<file path="src/rtl/dmem_port_arbiter.sv">
// Shares one memory port between the IFU and LSU, one transaction in flight at a time.
// Define DMEM_ARB_RR_EN for round-robin grant on ties; otherwise LSU has fixed priority.
//
// state  | meaning
// S_IDLE | no transaction; combinational grant to a waiting requester
// S_REQ  | mem_req_valid held from latched request until mem_req_ready
// S_WAIT | waiting for mem_resp_valid or timeout
// S_RESP | one-cycle response strobe to the owning requester
module dmem_port_arbiter #(
    parameter int ADDR_W  = 32,
    parameter int DATA_W  = 32,
    parameter int TIMEOUT = 1023
) (
    input  logic              clk,
    input  logic              rst,
    input  logic              ifu_req_valid,
    output logic              ifu_req_ready,
    input  logic [ADDR_W-1:0] ifu_addr,
    output logic              ifu_resp_valid,
    output logic              ifu_resp_err,
    output logic [DATA_W-1:0] ifu_rdata,
    input  logic              lsu_req_valid,
    output logic              lsu_req_ready,
    input  logic              lsu_wen,
    input  logic [ADDR_W-1:0] lsu_addr,
    input  logic [DATA_W-1:0] lsu_wdata,
    input  logic [2:0]        lsu_wlen,
    output logic              lsu_resp_valid,
    output logic              lsu_resp_err,
    output logic [DATA_W-1:0] lsu_rdata,
    output logic              mem_req_valid,
    input  logic              mem_req_ready,
    output logic              mem_wen,
    output logic [ADDR_W-1:0] mem_addr,
    output logic [DATA_W-1:0] mem_wdata,
    output logic [2:0]        mem_wlen,
    input  logic              mem_resp_valid,
    input  logic [DATA_W-1:0] mem_rdata,
    output logic              busy
);

    localparam int CNT_W = (TIMEOUT > 0) ? $clog2(TIMEOUT + 1) : 1;
    localparam bit TO_EN = (TIMEOUT != 0);
    localparam logic [CNT_W-1:0] CNT_LAST = (TIMEOUT > 0) ? CNT_W'(TIMEOUT - 1) : '0;

    typedef enum logic [1:0] {S_IDLE, S_REQ, S_WAIT, S_RESP} state_t;

    state_t            state_q, state_d;
    logic              owner_q, owner_d;   // 1 = LSU owns the transaction
    logic              wen_q, wen_d;
    logic [ADDR_W-1:0] addr_q, addr_d;
    logic [DATA_W-1:0] wdata_q, wdata_d;
    logic [2:0]        wlen_q, wlen_d;
    logic [DATA_W-1:0] rdata_q, rdata_d;
    logic              err_q, err_d;
    logic [CNT_W-1:0]  cnt_q, cnt_d;

    logic grant_any, grant_lsu, accept;

    assign grant_any = ifu_req_valid | lsu_req_valid;
    assign accept    = rst & (state_q == S_IDLE) & grant_any;

`ifdef DMEM_ARB_RR_EN
    logic last_lsu_q, last_lsu_d;

    // On a tie the requester that did not win last time goes next.
    assign grant_lsu  = lsu_req_valid & (~ifu_req_valid | ~last_lsu_q);
    assign last_lsu_d = accept ? grant_lsu : last_lsu_q;

    always_ff @(posedge clk) begin
        if (!rst) last_lsu_q <= 1'b0;
        else      last_lsu_q <= last_lsu_d;
    end
`else
    assign grant_lsu = lsu_req_valid;
`endif

    always_comb begin
        state_d = state_q;
        owner_d = owner_q;
        wen_d   = wen_q;
        addr_d  = addr_q;
        wdata_d = wdata_q;
        wlen_d  = wlen_q;
        rdata_d = rdata_q;
        err_d   = err_q;
        cnt_d   = cnt_q;
        case (state_q)
            S_IDLE: begin
                if (accept) begin
                    owner_d = grant_lsu;
                    err_d   = 1'b0;
                    state_d = S_REQ;
                    if (grant_lsu) begin
                        wen_d   = lsu_wen;
                        addr_d  = lsu_addr;
                        wdata_d = lsu_wdata;
                        wlen_d  = lsu_wlen;
                    end else begin
                        wen_d   = 1'b0;
                        addr_d  = ifu_addr;
                        wdata_d = '0;
                        wlen_d  = 3'b000;
                    end
                end
            end
            S_REQ: begin
                if (mem_req_ready) begin
                    cnt_d   = '0;
                    state_d = S_WAIT;
                end
            end
            S_WAIT: begin
                if (mem_resp_valid) begin
                    rdata_d = wen_q ? '0 : mem_rdata;
                    err_d   = 1'b0;
                    state_d = S_RESP;
                end else if (TO_EN && (cnt_q == CNT_LAST)) begin
                    rdata_d = '0;
                    err_d   = 1'b1;
                    state_d = S_RESP;
                end else if (cnt_q != {CNT_W{1'b1}}) begin
                    cnt_d = cnt_q + 1'b1;   // saturates when timeout is disabled
                end
            end
            S_RESP: begin
                state_d = S_IDLE;
            end
            default: begin
                state_d = S_IDLE;
            end
        endcase
    end

    always_ff @(posedge clk) begin
        if (!rst) begin
            state_q <= S_IDLE;
            owner_q <= 1'b0;
            wen_q   <= 1'b0;
            addr_q  <= '0;
            wdata_q <= '0;
            wlen_q  <= 3'b000;
            rdata_q <= '0;
            err_q   <= 1'b0;
            cnt_q   <= '0;
        end else begin
            state_q <= state_d;
            owner_q <= owner_d;
            wen_q   <= wen_d;
            addr_q  <= addr_d;
            wdata_q <= wdata_d;
            wlen_q  <= wlen_d;
            rdata_q <= rdata_d;
            err_q   <= err_d;
            cnt_q   <= cnt_d;
        end
    end

    assign ifu_req_ready  = accept & ~grant_lsu;
    assign lsu_req_ready  = accept & grant_lsu;

    assign mem_req_valid  = (state_q == S_REQ);
    assign mem_wen        = wen_q;
    assign mem_addr       = addr_q;
    assign mem_wdata      = wdata_q;
    assign mem_wlen       = wlen_q;

    assign ifu_resp_valid = (state_q == S_RESP) & ~owner_q;
    assign lsu_resp_valid = (state_q == S_RESP) & owner_q;
    assign ifu_resp_err   = ifu_resp_valid & err_q;
    assign lsu_resp_err   = lsu_resp_valid & err_q;
    assign ifu_rdata      = ifu_resp_valid ? rdata_q : '0;
    assign lsu_rdata      = lsu_resp_valid ? rdata_q : '0;

    assign busy           = (state_q != S_IDLE);

endmodule

</file>
<file path="config.mk">
export PLATFORM = sky130hd
export DESIGN_NAME = dmem_port_arbiter
export DESIGN_NICKNAME = d
export VERILOG_FILES = /design/src/rtl/dmem_port_arbiter.sv
export SDC_FILE = /design/constraint.sdc
export NUM_CORES = 1
export LEC_CHECK = 0
export ABC_AREA = 0
export CAP_MARGIN = 10
export CORE_AREA = 2 2 108 110
export CTS_CLUSTER_DIAMETER = 40
export DETAILED_ROUTE_END_ITERATION = 12
export DIE_AREA = 0 0 110 112
export DONT_BUFFER_PORTS = 1
export PLACE_DENSITY = 0.59
export REMOVE_ABC_BUFFERS = 1
export SLEW_MARGIN = 20
export SYNTH_ARGS = -nofsm -noshare
export SYNTH_HDL_FRONTEND = slang
export SYNTH_SLANG_ARGS = --single-unit
export TNS_END_PERCENT = 10
</file>
<file path="constraint.sdc">
create_clock -name clk -period 1.9 [get_ports clk]
set_input_delay 0 -clock clk [delete_from_list [all_inputs] [get_ports clk]]
set_output_delay 0 -clock clk [all_outputs]
set_load 0.01 [all_outputs]
</file>
==> results.ini, run 1 <==
[outcome]
status = stopped before the end
error_line = [ERROR RSZ-0060] Max buffer count reached.
lastStage = clock tree synthesis (4_1_cts)

[logic_synthesis]
syn-instance-count = 491
synthFlopType = dfxtp_1
syn_area_sq_mm = 0.00478
synth_top_cell_area_share_pct = 47.8
yosysSeqAreaShare_pct = 47.8
yosys.area.top_type = dfxtp_1
synth_top_cells_by_area = dfxtp_1 48%, a22o_1 12%, mux2i_1 5.7%, and2_1 5.0%, and3_1 4.6%
yosys_warnings = 0
synth-edff-count = 0
async_flop_share_pct = 0
syn_area_per_cell_sq_um = 9.73
synth_seq_cells = 114
yosysUniqueCellTypes = 38

[clocking]
cts_setup_buffers = 0
cts_buffer_depth = 2
cts_root_buf = clkbuf_16
post_cts_resized = 3
h-tree-depth = 4
cts.sinks = 114
cts_made_buffers = 17
hold_buffers = 130

[floorplanning]
die_h_um = 112
ioPinCount = 278
start_util_pct = 42.7
rows = 39
die_x_um = 110

[place]
dp_hpwl_um = 9080
portBuffers = 0
place.gp.congestion = 0.858

==> synthesized netlist by cell type (all sizes together) (2+ instances only) <==
cell type	instances
dfxtp	114
a22o	64
and2	38
and3	35
nor2	34
mux2i	27
a211oi	23
clkbuf	23
nand2	21
a21oi	19
buf	16
a22oi	13
o21ai	10
inv	8
ha	7
or4	5
nand4	4
nor3	4
or3	4
o31ai	3
and4	2
nand2b	2
nand3	2
nor2b	2
==> cell families after synthesis <==
kind of cell / share of synthesized area, %
buffers and inverters: 4.01
AOI/OAI and AO/OA: 22.3
muxes: 5.66
DFF: 47.8
adders and majority gates: 1.83
and+or+nand+nor: 18.4
==> stage by stage <==
step                      setup slack, ns  area [sq um]  util (%)  hold WS [ns]  instances
after detailed placement          -0.0522          5010      44.8         0.136        614
after global placement             0.0272          5010      44.8         0.134        614
after floorplan                     -1.71          4610         -        0.0475        452
==> inputs of run 2 (changes only) <==
--- a/config.mk
+++ b/config.mk
@@ -7,12 +7,10 @@
 export LEC_CHECK = 0
 export ABC_AREA = 0
 export CAP_MARGIN = 10
-export CORE_AREA = 2 2 108 110
-export CTS_CLUSTER_DIAMETER = 40
+export CORE_UTILIZATION = 31
 export DETAILED_ROUTE_END_ITERATION = 12
-export DIE_AREA = 0 0 110 112
 export DONT_BUFFER_PORTS = 1
-export PLACE_DENSITY = 0.59
+export PLACE_DENSITY_LB_ADDON = 0.15
 export REMOVE_ABC_BUFFERS = 1
 export SLEW_MARGIN = 20
 export SYNTH_ARGS = -nofsm -noshare
==> constraint.sdc (replaced) <==
create_clock -name clk -period 2.47 [get_ports clk]
set_input_delay 0 -clock clk [delete_from_list [all_inputs] [get_ports clk]]
set_output_delay 0 -clock clk [all_outputs]
set_load 0.01 [all_outputs]
==> run 2 against run 1 <==
The flow now finishes without violations. Synthesized cell count unchanged. Area after synthesis unchanged.
==> results.ini, run 2 <==
[outcome]
status = completed

[timing]
fin_crit_ns = 2.27
setup_viol = 0
finalCritPeriodShare_pct = 92.0
max_freq_ghz = 0.440
drv_slew = 0
rsz0062_at_grt = no
worst_pin_slew_ns = 0.611
finalSetupTns_ns = 0
hold_ws_ns = 0.0266
final-hold-violation-count = 0
max_slew_margin_pct = 59.0
skew_ns = 0.00822

[finish]
mostFrequentLayoutCell = dlygate4sd3_1
num-nets-final = 765
syn2layout_area_growth_pct = 46.2
final_cell_mix = 136 x dlygate4sd3_1, 114 x dfxtp_1, 64 x a22o_1
instances_no_fill = 821
fin_area_sq_mm = 0.00698
postLayoutCoreUtil_pct = 46.1
num_antenna_cells = 0
drive_gt1_share_pct = 9.64

[drt]
dr.pass1.iters = 6
vias = 4361
drcViolationCount = 0
drt-total-wl_um = 14800
wl_per_cell_um = 18.1
ant_nets = 0
drt_iter0_drc = 255
viasPerCell = 5.31

[min_path]
hold_depth = 4
hold_path.class = input port to register

[power_and_ir_drop]
power_frac_seq_pct = 38.6
p_comb_share_pct = 21.3
swShare_pct = 31.7
peakVddDrop_mv = 0.535
intPower_mw = 4.35
p_leak_nw = 2.85
power.switching_mw = 2.02
pwr-share-clk_pct = 40.2
power.density_mw_per_mm2 = 912

[global_route]
grt-ovfl-total = 0
grt_util_all_layers_pct = 18.3
grt_pass1_wl_um = 22400
grt_pass1_vias = 4277
antenna_found_initial = 0
grt_max_degree = 48

[clocking]
clk_latency_ns = 0.41
cts_buffer_depth = 2
cts_tree = built
cts_root_buf = clkbuf_16
cts_made_buffers = 17
cts.sinks = 114
cts_setup_buffers = 0
path_clk_slew_ns = 0.06
h-tree-depth = 4

[logic_synthesis]
yosysSeqAreaShare_pct = 47.8
yosys_warnings = 0
async_flop_share_pct = 0
synth_top_cells_by_area = dfxtp_1 48%, a22o_1 12%, mux2i_1 5.7%, and2_1 5.0%, and3_1 4.6%
synth_seq_cells = 114
yosysUniqueCellTypes = 38
synth.most_common_cell = dfxtp_1
synthFlopType = dfxtp_1
syn_area_per_cell_sq_um = 9.73
ys_top_cells_by_count = 114 x dfxtp_1, 64 x a22o_1, 38 x and2_1, 35 x and3_1, 34 x nor2_1
yosys.area.top_type = dfxtp_1
synth_top_cell_area_share_pct = 47.8
syn_area_sq_mm = 0.00478
synth-edff-count = 0
syn-instance-count = 491

[floorplanning]
coreArea_sq_mm = 0.0151
die_x_um = 126
die_h_um = 126
rows = 45
ioPinCount = 278
start_util_pct = 31.5
dieArea_sq_mm = 0.0159

[worst_setup_path]
reg2regPathDepth = 8
worst-setup-path-type = register to register
worstPathMaxFanout = 10
worstSetupStartpointType = register
endpoint_kind = register
cp.arrival_ns = 2.60
worstPathRequired_ns = 2.80

[place]
placed_cells = 653
dp_hpwl_um = 9010
place.gp.congestion = 0.784
portBuffers = 0
dpl_cell_area_sq_mm = 0.00498

[flow_run]
drv_cap = 0

==> run 2: cell counts after synthesis <==
No cell type changed its count.
==> run 2: worst paths after layout <==
check	startpoint	endpoint	slack [ns]
worst max-delay path	state_q[0]$_SDFFE_PN0P_	mem_addr[10]$_SDFFE_PN0P_	0.20
worst min-delay path	ifu_req_valid	mem_addr[15]$_SDFFE_PN0P_	0.03
worst max register to register	state_q[0]$_SDFFE_PN0P_	mem_addr[10]$_SDFFE_PN0P_	0.20
worst min register to register	rdata_q[11]$_SDFFE_PN0P_	rdata_q[11]$_SDFFE_PN0P_	0.49
==> run 2: per-stage QoR <==
stage          total power [mW]  setup slack (ns)
2_1_floorplan              3.18             -1.14
3_3_place_gp               3.55             0.473
3_5_place_dp               3.58             0.432
4_1_cts                    6.37            0.0726
5_1_grt                    6.71            0.0561
6_report                   6.37             0.198
==> run 2: kinds of logic (layout without fill, tap and decap cells) <==
logic type | count (synthesis) | in the layout | share of synthesized area [%]
adder cells (fa/ha/maj) | 7 | 7 | 1.83
buffers and inverters | 47 | 189 | 4.01
AO/OA/AOI/OAI | 139 | 139 | 22.3
multiplexers | 27 | 27 | 5.66
AND/OR/NAND/NOR | 157 | 157 | 18.4
flip-flops | 114 | 114 | 47.8
==> run 2: area by class of cell <==
type	instances	area [sq um]
Clock buffer	17	425
Clock inverter	15	193
Fill cell	1358	8160
Inverter	8	33.8
Multi-Input combinational cell	330	2340
Sequential cell	114	2280
Tap cell	188	235
Timing Repair Buffer	149	1480
==> run 2: critical path: stages (launching register included) <==
cell and delay [ns]:
dfxtp_1 0.33, inv_2 0.11, ha_4 0.20, clkinvlp_4 0.19, nor4b_4 0.31, buf_6 0.19
a22oi_1 0.10, dlygate4sd3_1 0.57, a21oi_1 0.18
==> run 2: per-layer routing <==
layer / share of wire [%] / vias to the layer above / GRT usage (%)
li1: - / 2069 / -
met1: 39 / 2047 / 18.7
met2: 51 / 219 / 32.8
met3: 7.5 / 26 / 7.14
met4: 2.5 / 0 / 8.15
met5: 0 / - / 0
==> run 2: power by group through the flow <==
| stage | registers [mW] | clock network (mW) | logic (mW) |
|---|---|---|---|
| 2_1_floorplan | 2.42 | 0 | 0.764 |
| 3_3_place_gp | 2.49 | 0 | 1.06 |
| 3_5_place_dp | 2.48 | 0 | 1.09 |
| 4_1_cts | 2.45 | 2.62 | 1.30 |
| 5_1_grt | 2.48 | 2.72 | 1.50 |
| 6_report | 2.46 | 2.56 | 1.36 |
==> run 2: what timing repair did <==
action	in CTS	in global routing
resized for setup	0	6
hold buffers	136	0
endpoints found under the hold margin	113	0
setup endpoints to repair	0	9
Note: power is estimated with default switching activity, not from simulation.
==> inputs of run 3 (changes only) <==
--- a/config.mk
+++ b/config.mk
@@ -7,11 +7,12 @@
 export LEC_CHECK = 0
 export ABC_AREA = 0
 export CAP_MARGIN = 10
-export CORE_UTILIZATION = 31
+export CORE_UTILIZATION = 40
 export DETAILED_ROUTE_END_ITERATION = 12
 export DONT_BUFFER_PORTS = 1
 export PLACE_DENSITY_LB_ADDON = 0.15
 export REMOVE_ABC_BUFFERS = 1
+export SETUP_SLACK_MARGIN = 0.4
 export SLEW_MARGIN = 20
 export SYNTH_ARGS = -nofsm -noshare
 export SYNTH_HDL_FRONTEND = slang
==> run 3 against run 2 <==
The run now fails in clock tree synthesis (4_1_cts). Area after synthesis unchanged. Synthesized cell count unchanged.
==> results.ini, run 3 <==
[logic_synthesis]
yosysUniqueCellTypes = 38
synth_top_cells_by_area = dfxtp_1 48%, a22o_1 12%, mux2i_1 5.7%, and2_1 5.0%, and3_1 4.6%
synth_seq_cells = 114
synthFlopType = dfxtp_1
synth_top_cell_area_share_pct = 47.8
synth.most_common_cell = dfxtp_1
yosys.area.top_type = dfxtp_1
syn_area_sq_mm = 0.00478
yosysSeqAreaShare_pct = 47.8
syn_area_per_cell_sq_um = 9.73
syn-instance-count = 491
async_flop_share_pct = 0
yosys_warnings = 0
ys_top_cells_by_count = 114 x dfxtp_1, 64 x a22o_1, 38 x and2_1, 35 x and3_1, 34 x nor2_1
synth-edff-count = 0

[clocking]
hold_buffers = 128
post_cts_resized = 1
cts.sinks = 114
cts_setup_buffers = 0
cts_buffer_depth = 2
cts_made_buffers = 17
h-tree-depth = 4
cts_root_buf = clkbuf_16

[floorplanning]
die_h_um = 111
ioPinCount = 278
rows = 39
die_x_um = 111
start_util_pct = 41.5

[outcome]
lastStage = clock tree synthesis (4_1_cts)
status = stopped before the end
error_line = [ERROR RSZ-0060] Max buffer count reached.

[place]
place.gp.congestion = 0.848
portBuffers = 0
place_ws_ns = 0.319
dp_hpwl_um = 8910

==> run 3: cell counts after synthesis <==
No cell type changed its count.
==> run 3: cell families after synthesis <==
group,share of synthesized area (%)
AND/OR/NAND/NOR,18.4
flip-flops,47.8
adder cells (fa/ha/maj),1.83
AO/OA/AOI/OAI,22.3
buffers and inverters,4.01
multiplexers,5.66
==> run 3: metrics by stage <==
stage / area, sq um / std cells
2_1_floorplan: 4610 / 452
3_3_place_gp: 4900 / 606
3_5_place_dp: 4900 / 606
